File: config.mk
export PLATFORM = sky130hd
export DESIGN_NAME = gerador_sequencia
export DESIGN_NICKNAME = d
export VERILOG_FILES = /design/src/rtl/gerador_sequencia_pkg.sv /design/src/rtl/lfsr16.sv /design/src/rtl/gerador_sequencia.sv
export SDC_FILE = /design/constraint.sdc
export NUM_CORES = 1
export LEC_CHECK = 0
export ABC_AREA = 1
export CAP_MARGIN = 20
export CORE_AREA = 5 5 54 56
export CTS_CLUSTER_DIAMETER = 100
export DETAILED_ROUTE_END_ITERATION = 8
export DIE_AREA = 0 0 59 61
export GPL_ROUTABILITY_DRIVEN = 0
export PLACE_DENSITY = 0.89
export SLEW_MARGIN = 25
export SYNTH_ARGS = -nofsm -noshare
export SYNTH_HDL_FRONTEND = slang
export SYNTH_SLANG_ARGS = --single-unit
export TNS_END_PERCENT = 100
File: constraint.sdc
create_clock -name clock -period 3.75 [get_ports clock]
set_input_delay 0.375 -clock clock [delete_from_list [all_inputs] [get_ports clock]]
set_output_delay 0.375 -clock clock [all_outputs]
set_load 0.01 [all_outputs]
File: src/rtl/gerador_sequencia_pkg.sv
// gerador_sequencia_pkg
// Shared definitions for the sequence generator: FSM state codes, LFSR
// width/taps and the mapping from LFSR bits to a one-hot play.
package gerador_sequencia_pkg;

  localparam int LFSR_W = 16;

  // Right-shifting Fibonacci form of x^16+x^14+x^13+x^11+1: the new MSB is the
  // XOR of bits 0, 2, 3 and 5 of the current value.
  localparam logic [LFSR_W-1:0] LFSR_TAPS = 16'h002D;

  typedef enum logic [2:0] {
    OCIOSO  = 3'd0,
    ZERA    = 3'd1,
    GERA    = 3'd2,
    ESCREVE = 3'd3,
    PROXIMO = 3'd4,
    FIM     = 3'd5
  } estado_t;

  // One-hot play selected by the two LSBs of the LFSR word.
  function automatic logic [3:0] one_hot(input logic [LFSR_W-1:0] v);
    one_hot = 4'b0001 << v[1:0];
  endfunction

endpackage

File: src/rtl/lfsr16.sv
// lfsr16
// Free-running 16-bit Fibonacci LFSR, shifting on every rising clock edge.
// A zero seed would lock the register at zero, so it is replaced by 1.
// Ports:
//   clock  in   system clock, rising edge
//   reset  in   asynchronous, active-high; loads the seed
//   q      out  current LFSR word
module lfsr16
  import gerador_sequencia_pkg::*;
#(
  parameter logic [LFSR_W-1:0] SEED = 16'hACE1
) (
  input  logic              clock,
  input  logic              reset,
  output logic [LFSR_W-1:0] q
);

  localparam logic [LFSR_W-1:0] SEED_OK = (SEED == '0) ? 16'h0001 : SEED;

  logic [LFSR_W-1:0] r_q;
  logic              w_fb;

  assign w_fb = ^(r_q & LFSR_TAPS);

  always_ff @(posedge clock or posedge reset) begin
    if (reset) r_q <= SEED_OK;
    else       r_q <= {w_fb, r_q[LFSR_W-1:1]};
  end

  assign q = r_q;

endmodule

File: src/rtl/gerador_sequencia.sv
// gerador_sequencia
// Fills the game's sequence memory with DEPTH pseudo-random one-hot plays.
// While a fill runs the block owns the memory port; otherwise the game's read
// address passes straight through. iniciar is a level request sampled on the
// clock edge while idle (OCIOSO) or finishing (FIM); it is ignored while
// ocupado=1. pronto pulses for one cycle when the last entry has been written.
// Ports:
//   clock, reset        rising-edge clock, asynchronous active-high reset
//   iniciar             start request
//   endereco_jogo       game read address (passed through when idle)
//   mem_endereco        memory address
//   mem_dado            one-hot write data (data register, always visible)
//   mem_we              write enable, high only in ESCREVE
//   ocupado             fill in progress (ZERA..PROXIMO)
//   pronto              one-cycle completion pulse (FIM)
//   db_estado           current state code
module gerador_sequencia
  import gerador_sequencia_pkg::*;
#(
  parameter int                DEPTH         = 16,
  parameter int                ADDR_W        = 4,
  parameter logic [LFSR_W-1:0] SEED          = 16'hACE1,
  parameter bit                SEM_REPETICAO = 1'b1
) (
  input  logic              clock,
  input  logic              reset,
  input  logic              iniciar,
  input  logic [ADDR_W-1:0] endereco_jogo,
  output logic [ADDR_W-1:0] mem_endereco,
  output logic [3:0]        mem_dado,
  output logic              mem_we,
  output logic              ocupado,
  output logic              pronto,
  output logic [2:0]        db_estado
);

  localparam logic [ADDR_W-1:0] ULTIMO = ADDR_W'(DEPTH - 1);

  estado_t           r_estado;
  estado_t           w_prox;
  logic [ADDR_W-1:0] r_cont;
  logic [3:0]        r_dado;
  logic [LFSR_W-1:0] w_lfsr;
  logic [3:0]        w_cand;
  logic              w_rejeita;
  logic              w_ultimo;

  lfsr16 #(.SEED(SEED)) u_lfsr (
    .clock (clock),
    .reset (reset),
    .q     (w_lfsr)
  );

  assign w_cand   = one_hot(w_lfsr);
  assign w_ultimo = (r_cont == ULTIMO);
  // r_dado still holds the previously written entry while in GERA, so a
  // repeat is detected against it. Entry 0 of a fill is always accepted.
  assign w_rejeita = SEM_REPETICAO && (r_cont != '0) && (w_cand == r_dado);

  always_ff @(posedge clock or posedge reset) begin
    if (reset) r_estado <= OCIOSO;
    else       r_estado <= w_prox;
  end

  always_comb begin
    w_prox = r_estado;
    case (r_estado)
      OCIOSO:  if (iniciar) w_prox = ZERA;
      ZERA:    w_prox = GERA;
      GERA:    if (!w_rejeita) w_prox = ESCREVE;
      ESCREVE: w_prox = PROXIMO;
      PROXIMO: w_prox = w_ultimo ? FIM : GERA;
      FIM:     w_prox = iniciar ? ZERA : OCIOSO;
      default: w_prox = OCIOSO;
    endcase
  end

  always_ff @(posedge clock or posedge reset) begin
    if (reset) begin
      r_cont <= '0;
      r_dado <= 4'b0001;
    end else begin
      case (r_estado)
        ZERA:    r_cont <= '0;
        GERA:    if (!w_rejeita) r_dado <= w_cand;
        PROXIMO: if (!w_ultimo) r_cont <= r_cont + 1'b1;
        default: ;
      endcase
    end
  end

  always_comb begin
    mem_we  = 1'b0;
    ocupado = 1'b0;
    pronto  = 1'b0;
    case (r_estado)
      ZERA, GERA, PROXIMO: ocupado = 1'b1;
      ESCREVE: begin
        ocupado = 1'b1;
        mem_we  = 1'b1;
      end
      FIM:     pronto = 1'b1;
      default: ;
    endcase
  end

  assign mem_endereco = ocupado ? r_cont : endereco_jogo;
  assign mem_dado     = r_dado;
  assign db_estado    = r_estado;

endmodule

Word-level counts from Yosys, hierarchy flattened
Cells that the tools add are included.
{"block": "totals", "regBits": 27, "latch_bits": 0, "mem_bits_rw": 0, "rom_bits": 0, "inputBits": 7, "n_memories": 0}
{"block": "classes", "n_addsub": 1, "mul": 0, "n_div": 0, "n_lt_le_gt_ge": 0, "eq_ne": 10, "shift": 1, "mux": 11, "bitwise": 1, "n_reduce_logical": 9}
{"operator": "3-bit one-hot mux with 6 select lines", "count": 1}
{"operator": "16-bit XOR reduction", "count": 1}
{"operator": "3-bit two-way mux", "count": 3}
{"operator": "4-bit two-way mux", "count": 2}
{"operator": "4-bit one-hot mux with 2 select lines", "count": 1}
{"operator": "3-bit by 2-bit equality test with 1-bit output (second input constant)", "count": 2}
{"operator": "3-bit equality test (second input constant)", "count": 2}
{"operator": "2-bit inequality test (second input constant)", "count": 3}
{"operator": "2-bit AND reduction", "count": 3}
{"operator": "4-bit by 1-bit adder with 4-bit output (second input constant)", "count": 1}
{"operator": "4-bit equality test", "count": 1}
{"operator": "4-bit equality test (second input constant)", "count": 1}
{"operator": "1-bit two-way mux", "count": 4}
{"operator": "4-bit nonzero test", "count": 1}
{"operator": "4-bit OR reduction", "count": 1}
{"operator": "1-bit by 2-bit left shift with 4-bit output (first input constant)", "count": 1}
{"operator": "3-bit by 1-bit equality test with 1-bit output (second input constant)", "count": 1}
{"operator": "3-bit logical NOT", "count": 1}
{"operator": "2-bit nonzero test", "count": 1}
{"operator": "1-bit logical AND", "count": 1}
{"operator": "1-bit inverter", "count": 1}

Logic depth before layout (Yosys ltp)
{"block": "depth", "depth_word": 5, "mapped_depth": 10}

By module
Synthesis repeated with hierarchy kept, for this count alone.
{"block": "unflattened", "cells_unflattened": 147, "area_unflattened_um2": 1261.2}
{"mod": "gerador_sequencia", "n_inst": 1, "cells_each": 115, "area_per_inst_um2": 783.3, "seq_area_each_um2": 276.5}
{"mod": "lfsr16", "n_inst": 1, "cells_each": 32, "area_per_inst_um2": 478.0, "seq_area_each_um2": 410.4}

Least setup slack after synthesis
No wires, ideal clock.
{"block": "synth_path", "path_type": "reg2out", "start": "reg r_estado[2], in the netlist db_estado[2]", "end": "out mem_endereco[0]", "arrival_ps": 1132, "required_ps": 3375, "setup_slack_ps": 2243, "stages_incl_launch_ff": 5, "cell_sequence": "dfrtp_1 inv_1 nand2_1 nand3_2 a21oi_1"}
{"block": "synth_via", "elab_chain_cells": 4, "elab_cells_between_ends": 7, "classes_between": "eq/ne (4); mux (2); reduce/logical (1)"}
{"item": "from (decl)", "line": "gerador_sequencia.sv:39", "text": "estado_t r_estado;"}
{"item": "from (signal assigned)", "line": "gerador_sequencia.sv:62", "text": "else r_estado <= w_prox;"}
{"item": "3-bit by 2-bit equality test with 1-bit output (tied with other cells)", "line": "gerador_sequencia.sv:96", "text": "case (r_estado)"}
{"item": "4-bit OR reduction (no source line) *"}
{"item": "1-bit two-way mux *", "line": "gerador_sequencia.sv:96"}
{"item": "net ocupado", "line": "gerador_sequencia.sv:32", "text": "output logic ocupado,"}
{"item": "4-bit two-way mux *", "line": "gerador_sequencia.sv:107", "text": "assign mem_endereco = ocupado ? r_cont : endereco_jogo;"}
{"item": "to (decl)", "line": "gerador_sequencia.sv:29", "text": "output logic [ADDR_W-1:0] mem_endereco,"}
Mark *: on every way through the listed nets, which the timed path passes. The rest lies on a longest branch.

Worst setup path in the final report
{"block": "layout_path", "start": "reg r_estado[0], in the netlist db_estado[0]", "end": "out mem_endereco[1]"}
{"block": "layout_via", "elab_chain_cells": 4, "elab_cells_between_ends": 7, "classes_between": "eq/ne (4); mux (2); reduce/logical (1)"}
{"item": "3-bit by 2-bit equality test with 1-bit output (tied with other cells)", "line": "gerador_sequencia.sv:96"}
{"item": "4-bit OR reduction (no source line) *"}
{"item": "1-bit two-way mux *", "line": "gerador_sequencia.sv:96"}
{"item": "4-bit two-way mux *", "line": "gerador_sequencia.sv:107"}
Mark *: on every way between the ends. The rest lies on a longest branch, timed or not.

==> impl_metrics.py <==
metrics = {
    "run_status": {
        "run_status": "complete, no violations",
    },
    "yosys": {
        "synth-async-reset-ratio_pct": 100,
        "synth_edf_count": 0,
        "synth-seq-area-share_pct": 56.4,
        "post_synthesis_register_bit_count": 27,
        "synthCells": 134,
        "yosys_warn_count": 0,
        "syn-cell-area_mm2": 0.00122,
        "share_of_the_synthesized_area_in_the_top_cell_type_pct": 37.0,
        "post_synth_main_area_contributors": "dfrtp_1, dfstp_2, nand2_1",
        "synth_fp_nets": 143,
        "postSynth.topFlopCell": "dfrtp_1",
        "syn_area_per_cell_um2": 9.09,
        "yosysMostFrequentCell": "nand2_1",
        "synth_cell_types": 20,
        "post_synth_most_frequent_cells": "nand2_1, dfrtp_1, nor2_1",
        "synth_area_leader_cell": "dfrtp_1",
    },
    "floorplan": {
        "die_width_um": 59,
        "core-area_mm2": 0.00239,
        "floorplan.io_pins": 21,
        "fp.dieArea_mm2": 0.00360,
        "fp-row-count": 18,
        "initial_core_util_pct": 51.0,
        "die_y_extent_um": 61,
    },
    "timing": {
        "finalMaxSlewViolations": 0,
        "slew_at_the_pin_with_the_worst_max_slew_slack_ns": 0.904,
        "fin_worst_hold_slack_ns": 0.340,
        "final.min_clock_period_ns": 2.35,
        "max_clock_freq_mhz": 426,
        "postLayoutSetupSlackWorst_ns": 1.40,
        "slew_headroom_pct": 39.3,
        "totalNegativeSetupSlack_ns": 0,
        "rsz0062_at_grt": "no",
        "min_period_over_period_pct": 62.5,
        "number_of_hold_violations_in_the_final_report": 0,
        "fin_worst_skew_ns": 0.0188,
        "finalSetupViolCount": 0,
    },
    "cts": {
        "cts_made_buffers": 3,
        "clk_latency_ns": 0.32,
        "clk_pin_slew_worst_paths_ns": 0.14,
        "postCtsResizedCells": 0,
        "cts.sinks": 27,
        "ctsLongestPathBuffers": 2,
        "cts.htree.levels": 1,
        "cts-root-buf": "clkbuf_4",
        "tritoncts": "done",
        "post_cts_buffers": 0,
        "holdBufCountCts": 0,
    },
    "job": {
        "max_cap_check_violation_count": 0,
    },
    "placed_design": {
        "dp_slack_ns": 1.79,
        "place.detailed.hpwl_um": 1890,
        "place_inst": 182,
        "detailed_place.area_mm2": 0.00143,
        "place.port_buffers": 20,
    },
    "grt": {
        "grt_first_pass_wirelength_um": 4250,
        "grt_pass1_vias": 944,
        "globalRouteOverflowTotal": 0,
        "grt_util_all_layers_pct": 15.9,
        "grt_max_degree": 28,
        "grt_antenna_before_repair": 0,
    },
    "power": {
        "ir_worst_vdd_v": 0.000498,
        "power_per_cell_area_mw_per_mm2": 664,
        "p_leak_nw": 0.688,
    },
    "setup_path": {
        "worst-path-max-fanout": 9,
        "timing_worst_setup_path_type": "reg2out",
        "category_of_the_worst_setup_path_launch_point": "register",
        "worst_ep_arrival_time_ns": 1.97,
        "critPathCaptureType": "output pin",
        "cp_data_required_time_ns": 3.38,
    },
    "layout": {
        "final_layout_size_suffix_gt1_share_pct": 17.3,
        "fin_nets": 166,
        "layout-area-overhead-vs-synth_pct": 19.8,
        "seq_area_um2": 687,
        "antenna_cells": 0,
        "layout.cell_area.non_filler_mm2": 0.00146,
        "final-instance-count-excl-fill": 186,
        "multi_input_area_um2": 442,
        "fillCellCount": 203,
    },
    "drt": {
        "detail_route.wl_per_cell_um": 13.1,
        "detailedRoute.firstPassIterationCount": 4,
        "violation_count_after_the_first_detailed_route_iteration": 66,
        "dr_total_vias": 954,
        "drc_errors": 0,
        "drt.antenna.violating_nets": 0,
        "detail_route.vias_per_cell": 5.13,
        "routed_wl_um": 2450,
    },
    "min_path": {
        "min-delay-path-class": "reg2reg",
    },
}
==> cell usage in the layout, fill, tap and decap left out, types with 2 or more instances in the layout <==
cell / instances
nand2_1: 27
clkdlybuf4s50_1: 20
dfrtp_1: 18
nor2_1: 14
inv_1: 12
nand3_1: 11
a21oi_1: 10
dfstp_2: 9
inv_2: 5
nand2_2: 4
nand3_2: 3
o21ai_0: 3
nor2_2: 3
clkbuf_4: 3
nor3_1: 2
xnor2_1: 2
o22ai_1: 2
nand3b_1: 2
ha_1: 2
==> flip-flops by register name, indices dropped and copies added (netlist names) <==
signal,count
db_estado,3
r_cont,4
mem_dado,4
u_lfsr.q,16
==> worst max-delay path: stages (launching register included) <==
cell and delay, ns:
dfrtp_1 0.48, inv_2 0.13, nand3_2 0.13, nand3_2 0.17, nor2_1 0.06, a21oi_1 0.11
clkdlybuf4s50_1 0.57
==> where the power goes <==
group	internal, mW	switching, mW
Clock	0.0416	0.0789
Combinational	0.221	0.270
Sequential	0.326	0.0328
==> path summary, 6_finish.rpt <==
check                        startpoint              end  slack [ns]  cells past startpoint
setup / recovery           db_estado[0]  mem_endereco[1]        1.40                      6
hold / removal              u_lfsr.q[6]      u_lfsr.q[5]        0.34                      0
setup reg to reg            u_lfsr.q[0]      mem_dado[2]        2.27                      8
hold reg to reg             u_lfsr.q[6]      u_lfsr.q[5]        0.34                      0
max in group asynchronous         reset     db_estado[2]        2.89                      2
min in group asynchronous         reset      u_lfsr.q[3]        0.43                      2
==> final cells by class <==
type	count	area share, %
Inverter	18	4.63
Clock buffer	4	1.80
Timing Repair Buffer	20	13.7
Tap cell	30	2.57
Multi-Input combinational cell	87	30.2
Sequential cell	27	47.0
==> logic make-up after synthesis <==
kind of cell               share of synthesized area (%)
adders and majority gates                           2.05
AOI/OAI and AO/OA                                   6.78
DFF                                                 56.4
buffers and inverters                               7.39
and+or+nand+nor                                     25.3
xor gates and xnor gates                            2.16
==> metal layers <==
| layer | up-vias | track usage, % | wire (µm) |
|---|---|---|---|
| met1 | 459 | 18.7 | 952 |
| met3 | 6 | 4.26 | 112 |
| met4 | 0 | 6.15 | 53 |
| met2 | 24 | 27.6 | 1330 |
| li1 | 465 | - | - |
| met5 | - | 0 | 0 |
==> metrics by stage <==
stage / power, mW / util, %
after global placement: 0.830 / 60.1
after floorplan: 0.631 / -
after detailed placement: 0.857 / 60.1
after global routing: 1.04 / 61.2
final: 0.969 / 61.2
after CTS: 0.978 / 61.2
No activity file was read; power rests on OpenSTA's default activity.
